<file path="src/rtl/tuart_pkg.sv">
// Shared types and helpers for the Tiny-UART receiver.
package tuart_pkg;

    typedef enum logic [2:0] {
        IDLE,
        START,
        DATA,
        PARITY,
        STOP,
        BREAK
    } states_t;

    typedef enum logic [1:0] {
        PAR_NONE = 2'b00,
        PAR_ODD  = 2'b01,
        PAR_EVEN = 2'b10
    } parity_mode_t;

    // 2'b11 is not a real mode; it behaves as no parity.
    function automatic parity_mode_t decode_parity(input logic [1:0] p);
        case (p)
            2'b01:   return PAR_ODD;
            2'b10:   return PAR_EVEN;
            default: return PAR_NONE;
        endcase
    endfunction

    // data_xor is the XOR-reduction of the received data bits.
    function automatic logic parity_ok(input parity_mode_t m, input logic data_xor,
                                       input logic par_bit);
        case (m)
            PAR_ODD:  return (data_xor ^ par_bit) == 1'b1;
            PAR_EVEN: return (data_xor ^ par_bit) == 1'b0;
            default:  return 1'b1;
        endcase
    endfunction

endpackage

</file>
<file path="src/rtl/tuart_rx_word.sv">
// Frame-level receiver: start/data/parity/stop sequencing with a runtime
// bit-period divider. Produces one accepted word or one error pulse per frame.
module tuart_rx_word
    import tuart_pkg::*;
#(
    parameter int WORD_BITS = 8,
    parameter int DIV_WIDTH = 16
) (
    input  logic                 clk_i,
    input  logic                 rst_i,
    input  logic                 rx_i,
    input  logic [DIV_WIDTH-1:0] clk_per_bit_i,
    input  logic [1:0]           parity_i,
    input  logic                 stop2_i,
    output logic [WORD_BITS-1:0] word_o,
    output logic                 word_vld_o,
    output logic                 frame_err_o,
    output logic                 parity_err_o,
    output logic                 busy_o
);

    localparam int BCW = $clog2(WORD_BITS + 1);

    states_t              state_q, state_d;
    logic [DIV_WIDTH-1:0] cnt_q, cnt_d;
    logic [BCW-1:0]       bit_cnt_q, bit_cnt_d;
    logic [WORD_BITS-1:0] shreg_q, shreg_d;
    logic [DIV_WIDTH-1:0] div_q, div_d;
    parity_mode_t         par_q, par_d;
    logic                 stop2_q, stop2_d;
    logic                 stop_idx_q, stop_idx_d;
    logic                 perr_q, perr_d;
    logic [DIV_WIDTH-1:0] cmp;
    logic                 sample;

    // Next-state, sample counter and per-frame error/accept pulses.
    always_comb begin
        state_d      = state_q;
        cnt_d        = cnt_q + DIV_WIDTH'(1);
        bit_cnt_d    = bit_cnt_q;
        shreg_d      = shreg_q;
        div_d        = div_q;
        par_d        = par_q;
        stop2_d      = stop2_q;
        stop_idx_d   = stop_idx_q;
        perr_d       = perr_q;
        word_vld_o   = 1'b0;
        frame_err_o  = 1'b0;
        parity_err_o = 1'b0;
        // Start bit is sampled half a bit in, so later samples land mid-bit.
        cmp    = (state_q == START) ? (div_q >> 1) : div_q;
        sample = (cnt_q == cmp - DIV_WIDTH'(1));
        case (state_q)
            IDLE: begin
                cnt_d = '0;
                if (!rx_i) begin
                    // Config is frozen for the whole frame from here on.
                    state_d = START;
                    div_d   = clk_per_bit_i;
                    par_d   = decode_parity(parity_i);
                    stop2_d = stop2_i;
                    perr_d  = 1'b0;
                end
            end
            START: begin
                if (sample) begin
                    cnt_d = '0;
                    if (rx_i) begin
                        state_d = IDLE;
                    end else begin
                        state_d   = DATA;
                        bit_cnt_d = '0;
                    end
                end
            end
            DATA: begin
                if (sample) begin
                    cnt_d     = '0;
                    shreg_d   = {rx_i, shreg_q[WORD_BITS-1:1]};
                    bit_cnt_d = bit_cnt_q + BCW'(1);
                    if (bit_cnt_q == BCW'(WORD_BITS - 1)) begin
                        state_d    = (par_q == PAR_NONE) ? STOP : PARITY;
                        stop_idx_d = 1'b0;
                    end
                end
            end
            PARITY: begin
                if (sample) begin
                    cnt_d      = '0;
                    perr_d     = !parity_ok(par_q, ^shreg_q, rx_i);
                    state_d    = STOP;
                    stop_idx_d = 1'b0;
                end
            end
            STOP: begin
                if (sample) begin
                    cnt_d = '0;
                    if (!rx_i) begin
                        // Frame error outranks a pending parity error.
                        frame_err_o = 1'b1;
                        state_d     = BREAK;
                    end else if (!stop2_q || stop_idx_q) begin
                        state_d = IDLE;
                        if (perr_q) parity_err_o = 1'b1;
                        else        word_vld_o   = 1'b1;
                    end else begin
                        stop_idx_d = 1'b1;
                    end
                end
            end
            BREAK: begin
                // Wait out a held-low line so it reports only one error.
                cnt_d = '0;
                if (rx_i) state_d = IDLE;
            end
            default: begin
                cnt_d   = '0;
                state_d = IDLE;
            end
        endcase
    end

    // State and datapath registers.
    always_ff @(posedge clk_i) begin
        if (rst_i) begin
            state_q    <= IDLE;
            cnt_q      <= '0;
            bit_cnt_q  <= '0;
            shreg_q    <= '0;
            div_q      <= '0;
            par_q      <= PAR_NONE;
            stop2_q    <= 1'b0;
            stop_idx_q <= 1'b0;
            perr_q     <= 1'b0;
        end else begin
            state_q    <= state_d;
            cnt_q      <= cnt_d;
            bit_cnt_q  <= bit_cnt_d;
            shreg_q    <= shreg_d;
            div_q      <= div_d;
            par_q      <= par_d;
            stop2_q    <= stop2_d;
            stop_idx_q <= stop_idx_d;
            perr_q     <= perr_d;
        end
    end

    assign word_o = shreg_q;
    assign busy_o = (state_q != IDLE);

endmodule

</file>
<file path="src/rtl/tuart_rx_cfg.sv">
// Configurable UART receiver for the SUMP command path: assembles short
// (1-word) or long (CMD_WORDS-word) commands and drops stale partial ones.
module tuart_rx_cfg
    import tuart_pkg::*;
#(
    parameter int WORD_BITS    = 8,
    parameter int CMD_WORDS    = 5,
    parameter int DIV_WIDTH    = 16,
    parameter int TIMEOUT_CLKS = 100000
) (
    input  logic                           clk_i,
    input  logic                           rst_i,
    input  logic                           rx_sync_i,
    input  logic [DIV_WIDTH-1:0]           clk_per_bit_i,
    input  logic [1:0]                     parity_i,
    input  logic                           stop2_i,
    output logic [WORD_BITS*CMD_WORDS-1:0] data_o,
    output logic                           stb_o,
    output logic                           frame_err_o,
    output logic                           parity_err_o,
    output logic                           timeout_o,
    output logic                           busy_o
);

    localparam int OUT = WORD_BITS * CMD_WORDS;
    localparam int WCW = $clog2(CMD_WORDS + 1);
    localparam int TCW = $clog2(TIMEOUT_CLKS + 1);

    logic [WORD_BITS-1:0] w_word;
    logic                 w_vld, w_ferr, w_perr, w_busy;

    logic [OUT-1:0] cmd_buf_q, cmd_buf_d, buf_new;
    logic [OUT-1:0] data_q, data_d;
    logic [WCW-1:0] word_cnt_q, word_cnt_d;
    logic [TCW-1:0] tmo_cnt_q, tmo_cnt_d;
    logic           stb_q, stb_d, ferr_q, ferr_d, perr_q, perr_d, tmo_q, tmo_d;

    tuart_rx_word #(
        .WORD_BITS(WORD_BITS),
        .DIV_WIDTH(DIV_WIDTH)
    ) u_word (
        .clk_i        (clk_i),
        .rst_i        (rst_i),
        .rx_i         (rx_sync_i),
        .clk_per_bit_i(clk_per_bit_i),
        .parity_i     (parity_i),
        .stop2_i      (stop2_i),
        .word_o       (w_word),
        .word_vld_o   (w_vld),
        .frame_err_o  (w_ferr),
        .parity_err_o (w_perr),
        .busy_o       (w_busy)
    );

    // Command assembly, inter-word timeout and registered output strobes.
    always_comb begin
        cmd_buf_d  = cmd_buf_q;
        word_cnt_d = word_cnt_q;
        data_d     = data_q;
        tmo_cnt_d  = '0;
        stb_d      = 1'b0;
        ferr_d     = w_ferr;
        perr_d     = w_perr;
        tmo_d      = 1'b0;
        // First word lands in the most significant slot.
        buf_new = cmd_buf_q;
        for (int k = 0; k < CMD_WORDS; k++) begin
            if (word_cnt_q == WCW'(k)) buf_new[OUT-1-k*WORD_BITS -: WORD_BITS] = w_word;
        end
        if (w_ferr || w_perr) begin
            cmd_buf_d  = '0;
            word_cnt_d = '0;
        end else if (w_vld) begin
            if (word_cnt_q == '0 && !w_word[WORD_BITS-1]) begin
                stb_d                      = 1'b1;
                data_d                     = '0;
                data_d[OUT-1 -: WORD_BITS] = w_word;
                cmd_buf_d                  = '0;
                word_cnt_d                 = '0;
            end else if (word_cnt_q == WCW'(CMD_WORDS - 1)) begin
                stb_d      = 1'b1;
                data_d     = buf_new;
                cmd_buf_d  = '0;
                word_cnt_d = '0;
            end else begin
                cmd_buf_d  = buf_new;
                word_cnt_d = word_cnt_q + WCW'(1);
            end
        end else if (!w_busy && word_cnt_q != '0 && word_cnt_q < WCW'(CMD_WORDS)) begin
            // A start edge coinciding with expiry still clears, so the new
            // frame begins a fresh command.
            if (tmo_cnt_q == TCW'(TIMEOUT_CLKS - 1)) begin
                tmo_d      = 1'b1;
                cmd_buf_d  = '0;
                word_cnt_d = '0;
            end else begin
                tmo_cnt_d = tmo_cnt_q + TCW'(1);
            end
        end
    end

    // Assembly state and output registers.
    always_ff @(posedge clk_i) begin
        if (rst_i) begin
            cmd_buf_q  <= '0;
            data_q     <= '0;
            word_cnt_q <= '0;
            tmo_cnt_q  <= '0;
            stb_q      <= 1'b0;
            ferr_q     <= 1'b0;
            perr_q     <= 1'b0;
            tmo_q      <= 1'b0;
        end else begin
            cmd_buf_q  <= cmd_buf_d;
            data_q     <= data_d;
            word_cnt_q <= word_cnt_d;
            tmo_cnt_q  <= tmo_cnt_d;
            stb_q      <= stb_d;
            ferr_q     <= ferr_d;
            perr_q     <= perr_d;
            tmo_q      <= tmo_d;
        end
    end

    assign data_o       = data_q;
    assign stb_o        = stb_q;
    assign frame_err_o  = ferr_q;
    assign parity_err_o = perr_q;
    assign timeout_o    = tmo_q;
    assign busy_o       = w_busy;

endmodule

</file>
<file path="config.mk">
export PLATFORM = sky130hd
export DESIGN_NAME = tuart_rx_cfg
export DESIGN_NICKNAME = d
export VERILOG_FILES = /design/src/rtl/tuart_pkg.sv /design/src/rtl/tuart_rx_word.sv /design/src/rtl/tuart_rx_cfg.sv
export SDC_FILE = /design/constraint.sdc
export NUM_CORES = 1
export LEC_CHECK = 0
export ABC_AREA = 1
export CORE_AREA = 2 2 126 128
export CTS_CLUSTER_SIZE = 10
export DETAILED_ROUTE_END_ITERATION = 7
export DIE_AREA = 0 0 128 130
export GPL_ROUTABILITY_DRIVEN = 1
export HOLD_SLACK_MARGIN = 0.05
export PLACE_DENSITY = 0.76
export SLEW_MARGIN = 20
export SYNTH_ARGS = -nofsm -noshare
export SYNTH_HDL_FRONTEND = slang
export SYNTH_SLANG_ARGS = --single-unit
export TNS_END_PERCENT = 100
</file>
<file path="constraint.sdc">
create_clock -name clk_i -period 3.25 [get_ports clk_i]
set_input_delay 0.4875 -clock clk_i [delete_from_list [all_inputs] [get_ports clk_i]]
set_output_delay 0.4875 -clock clk_i [all_outputs]
set_load 0.01 [all_outputs]
</file>
==> results <==
## worst reg2reg max path, delay by kind of cell, from the launching register on
kind / cells / cell delay [ps]
AND/OR/NAND/NOR: 14 / 1810
flip-flops: 1 / 370
buffers and inverters: 3 / 360
adder cells (fa/ha/maj): 1 / 240
XOR/XNOR: 1 / 160
## per-stage QoR
stage               util (%)  hold WS [ps]  worst slack, ps
detailed placement      58.7           442              117
global route            64.4           470            -23.9
finish                  64.4           446              185
CTS                     63.0           451             57.9
floorplan                  -           418              492
global placement        58.6           432              177
## power by group
part	internal [mW]	switching, mW	leakage [nW]
logic	0.921	1.81	2.44
registers	2.02	0.0924	1.26
clock network	1.38	0.865	0.317
total	4.33	2.76	4.02
## cells in the final DEF (no fill, tap or decap), drive strengths merged, types with 2 or more instances in the layout
master / instances
a211oi: 2
a21oi: 82
buf: 28
bufinv: 5
clkbuf: 20
clkdlybuf4s50: 66
clkinv: 6
clkinvlp: 2
dfxtp: 156
ha: 12
inv: 126
nand2: 356
nand3: 101
nand3b: 4
nand4: 10
nor2: 209
nor3: 16
nor3b: 9
nor4: 7
o2111ai: 2
o211ai: 8
o21ai: 61
or2: 9
xnor2: 7
xor2: 25
## path summary, 6_finish.rpt
kind | startpoint | slack (ps) | end | cells past startpoint
setup / recovery | u_word.state_q[2] | 180 | data_o[3] | 19
hold / removal | tmo_cnt_q[0] | 450 | tmo_cnt_q[0] | 1
setup reg to reg | u_word.state_q[2] | 180 | data_o[3] | 19
hold reg to reg | tmo_cnt_q[0] | 450 | tmo_cnt_q[0] | 1
## cells by family after synthesis
group,synth area share [%]
buf+inv,8.85
compound gates,10.4
flops,38.1
fa+ha+maj,1.83
simple gates,37.4
xor+xnor,3.42
## area by class of cell
| cell class | instances | area share, % |
|---|---|---|
| multi-input cells | 927 | 44.5 |
| flip-flops and latches | 156 | 31.5 |
| repair buffers | 97 | 10.3 |
| inverters | 124 | 4.68 |
| clock buffers | 17 | 4.28 |
| well taps | 192 | 2.42 |
| clock inverters | 15 | 2.35 |
## what timing repair did
item,4_1_cts,5_1_grt
resized for setup,0,23
endpoints found under the setup margin,0,114
buffers inserted,0,7
hold endpoints to repair,0,0
hold buffers,0,0
## per-layer routing
layer | part of all wire (%) | vias to the layer above | GRT usage [%] | wire length (um)
li1 | - | 4132 | - | -
met1 | 46 | 3598 | 32.5 | 9700
met2 | 46 | 248 | 40.8 | 9580
met3 | 5.4 | 50 | 4.35 | 1140
met4 | 2.9 | 0 | 9.76 | 613
met5 | 0 | - | 0 | 0
## sequential cells by signal, summed over array words and instances (netlist names)
| signal | flops |
|---|---|
| cmd_buf_q | 40 |
| data_o | 40 |
| tmo_cnt_q | 17 |
| u_word.cnt_q | 16 |
| u_word.div_q | 16 |
| u_word.word_o | 8 |
| u_word.bit_cnt_q | 4 |
| u_word.state_q | 3 |
| word_cnt_q | 3 |
| u_word.par_q | 2 |
| frame_err_o | 1 |
| parity_err_o | 1 |
| stb_o | 1 |
| timeout_o | 1 |
| u_word.perr_q | 1 |
| u_word.stop2_q | 1 |
| u_word.stop_idx_q | 1 |
==> reports/metrics.csv <==
stage,metric,value,unit
finish,footprint of the multi-input gates,4420,um2
critical_path,Critical Path Slowest Stage Cell,dfxtp_4,
critical_path,kind of cell adding the most delay to the critical path,simple AND/OR/NAND/NOR gates,
timing,Slew HR,41.5,%
yosys,Synth area leaders,"dfxtp_1 38%, nand2_1 16%, nor2_1 9.1%, nand3_1 6.0%, inv_1 5.3%",
floorplanning,I/O Pins,67,
critical_path,CP Capture Type,flop,
pwr,"Power, Total",7.09,mW
global_route,grt total ovfl,0,
floorplanning,Total Die Area,16600,um2
cts,clock transition at the registers of the reported paths,60,ps
cts,H-tree levels,4,
route,initial DRC count,630,
cts,CTS tree,built,
critical_path,Setup CP Type,flop to flop,
yosys,Yosys top cell area share,38.1,%
finish,layout cell share with drive strength beyond 1,8.53,%
cts,"Clk Latency, worst-skew pair",430,ps
yosys,synthesized cell area,8200,um2
timing,setup TNS,0,ps
critical_path,"critical path fanouts, max",12,
pwr,Worst VDD drop,0.562,mV
route,drt wl/cell,13.8,um
global_route,initial antenna violation count,0,
cts,CTS sink cnt,156,
run_status,status,finished clean,
global_route,largest net degree at the start of global routing,60,
yosys,Avg Inst Size Synth,6.52,um2
run,total of max-cap violations,0,
finish,FF/Latch Area,3130,um2
yosys,synth unique cells,40,
critical_path,"Arr. time, crit path",3390,ps
floorplanning,die width,128,um
floorplanning,starting density of the core,53.2,%
finish,final cell count without fillers,1528,
timing,Slew @ Worst Pin,877,ps
finish,Antenna diodes,0,
yosys,register bit total from synthesis,156,
placed_design,placed instance area,9050,um2
cts,Max Root-Sink Buffers,2,
critical_path,worst path cell trace,inv_2 > nand3_2 > nand2_1 > nand2_2 > ha_1 > nand3b_1 > and2_1 > xor2_1 > nand3b_1 > nor2_1 > nand2_1 > nor2_4 > nand2_4 > nor2_4 > buf_4 > buf_8 > nand2_1 > nand2_1 > nor2_1,
timing,Tmin final,3070,ps
yosys,cell count after synthesis,1257,
finish,Fillers,1418,
critical_path,most frequent cell on the critical path,nand2_1,
yosys,largest area contributor in the netlist,dfxtp_1,
critical_path,"Largest stage delay, worst path",370,ps
timing,Final setup viols,0,
cts,total CTS buffers,17,
route,Routed Wire Length,21000,um
global_route,first-pass GRT wire length,33300,um
placed_design,Cell Count Post-Placement,1486,
route,DR vias/cell,5.25,
placed_design,hpwl dp,14300,um
timing,fin crit share,94.3,%
pwr,PwrDens,713,nW/um2
route,drt pass-1 iters,6,
route,DR DRC count,0,
pwr,leakage,4.02,nW
floorplanning,core area,15400,um2
timing,Slew Limit Fails,0,
critical_path,Worst EP required,3570,ps
yosys,Commonest cells post-synth,"352 x nand2_1, 198 x nor2_1, 156 x dfxtp_1, 115 x inv_1, 99 x nand3_1",
timing,skew final,10.1,ps
yosys,fraction of registers with async set/reset,0,%
route,detailed-route via count,8028,
floorplanning,die height,130,um
critical_path,crit path launch type,flop,
finish,Final #Nets,1357,
hold_path,Hold Path Class,flop to flop,
yosys,Post-synth EDFFs,0,
yosys,Yosys Warn Count,0,
timing,endpoints failing hold,0,
floorplanning,FP Rows,46,
yosys,"count leader, synth",nand2_1,
placed_design,IO buf count,66,
timing,fmax,326,MHz
cts,root buf cell,clkbuf_16,
critical_path,Worst Path Buf+Inv,3,
global_route,number of global-route vias before repair,7183,
placed_design,GP Congestion,0.957,
route,Post-DRT Antenna Nets,0,
yosys,"Seq/Total Area, Yosys",38.1,%
global_route,Overall Global Routing Usage,24.7,%
yosys,synthesized net count,1291,
yosys,most common flop cell mapped by yosys,dfxtp_1,
finish,synth-to-layout area growth,21.2,%
finish,post-route cell area,9940,um2
No activity file was read; power rests on OpenSTA's default activity.
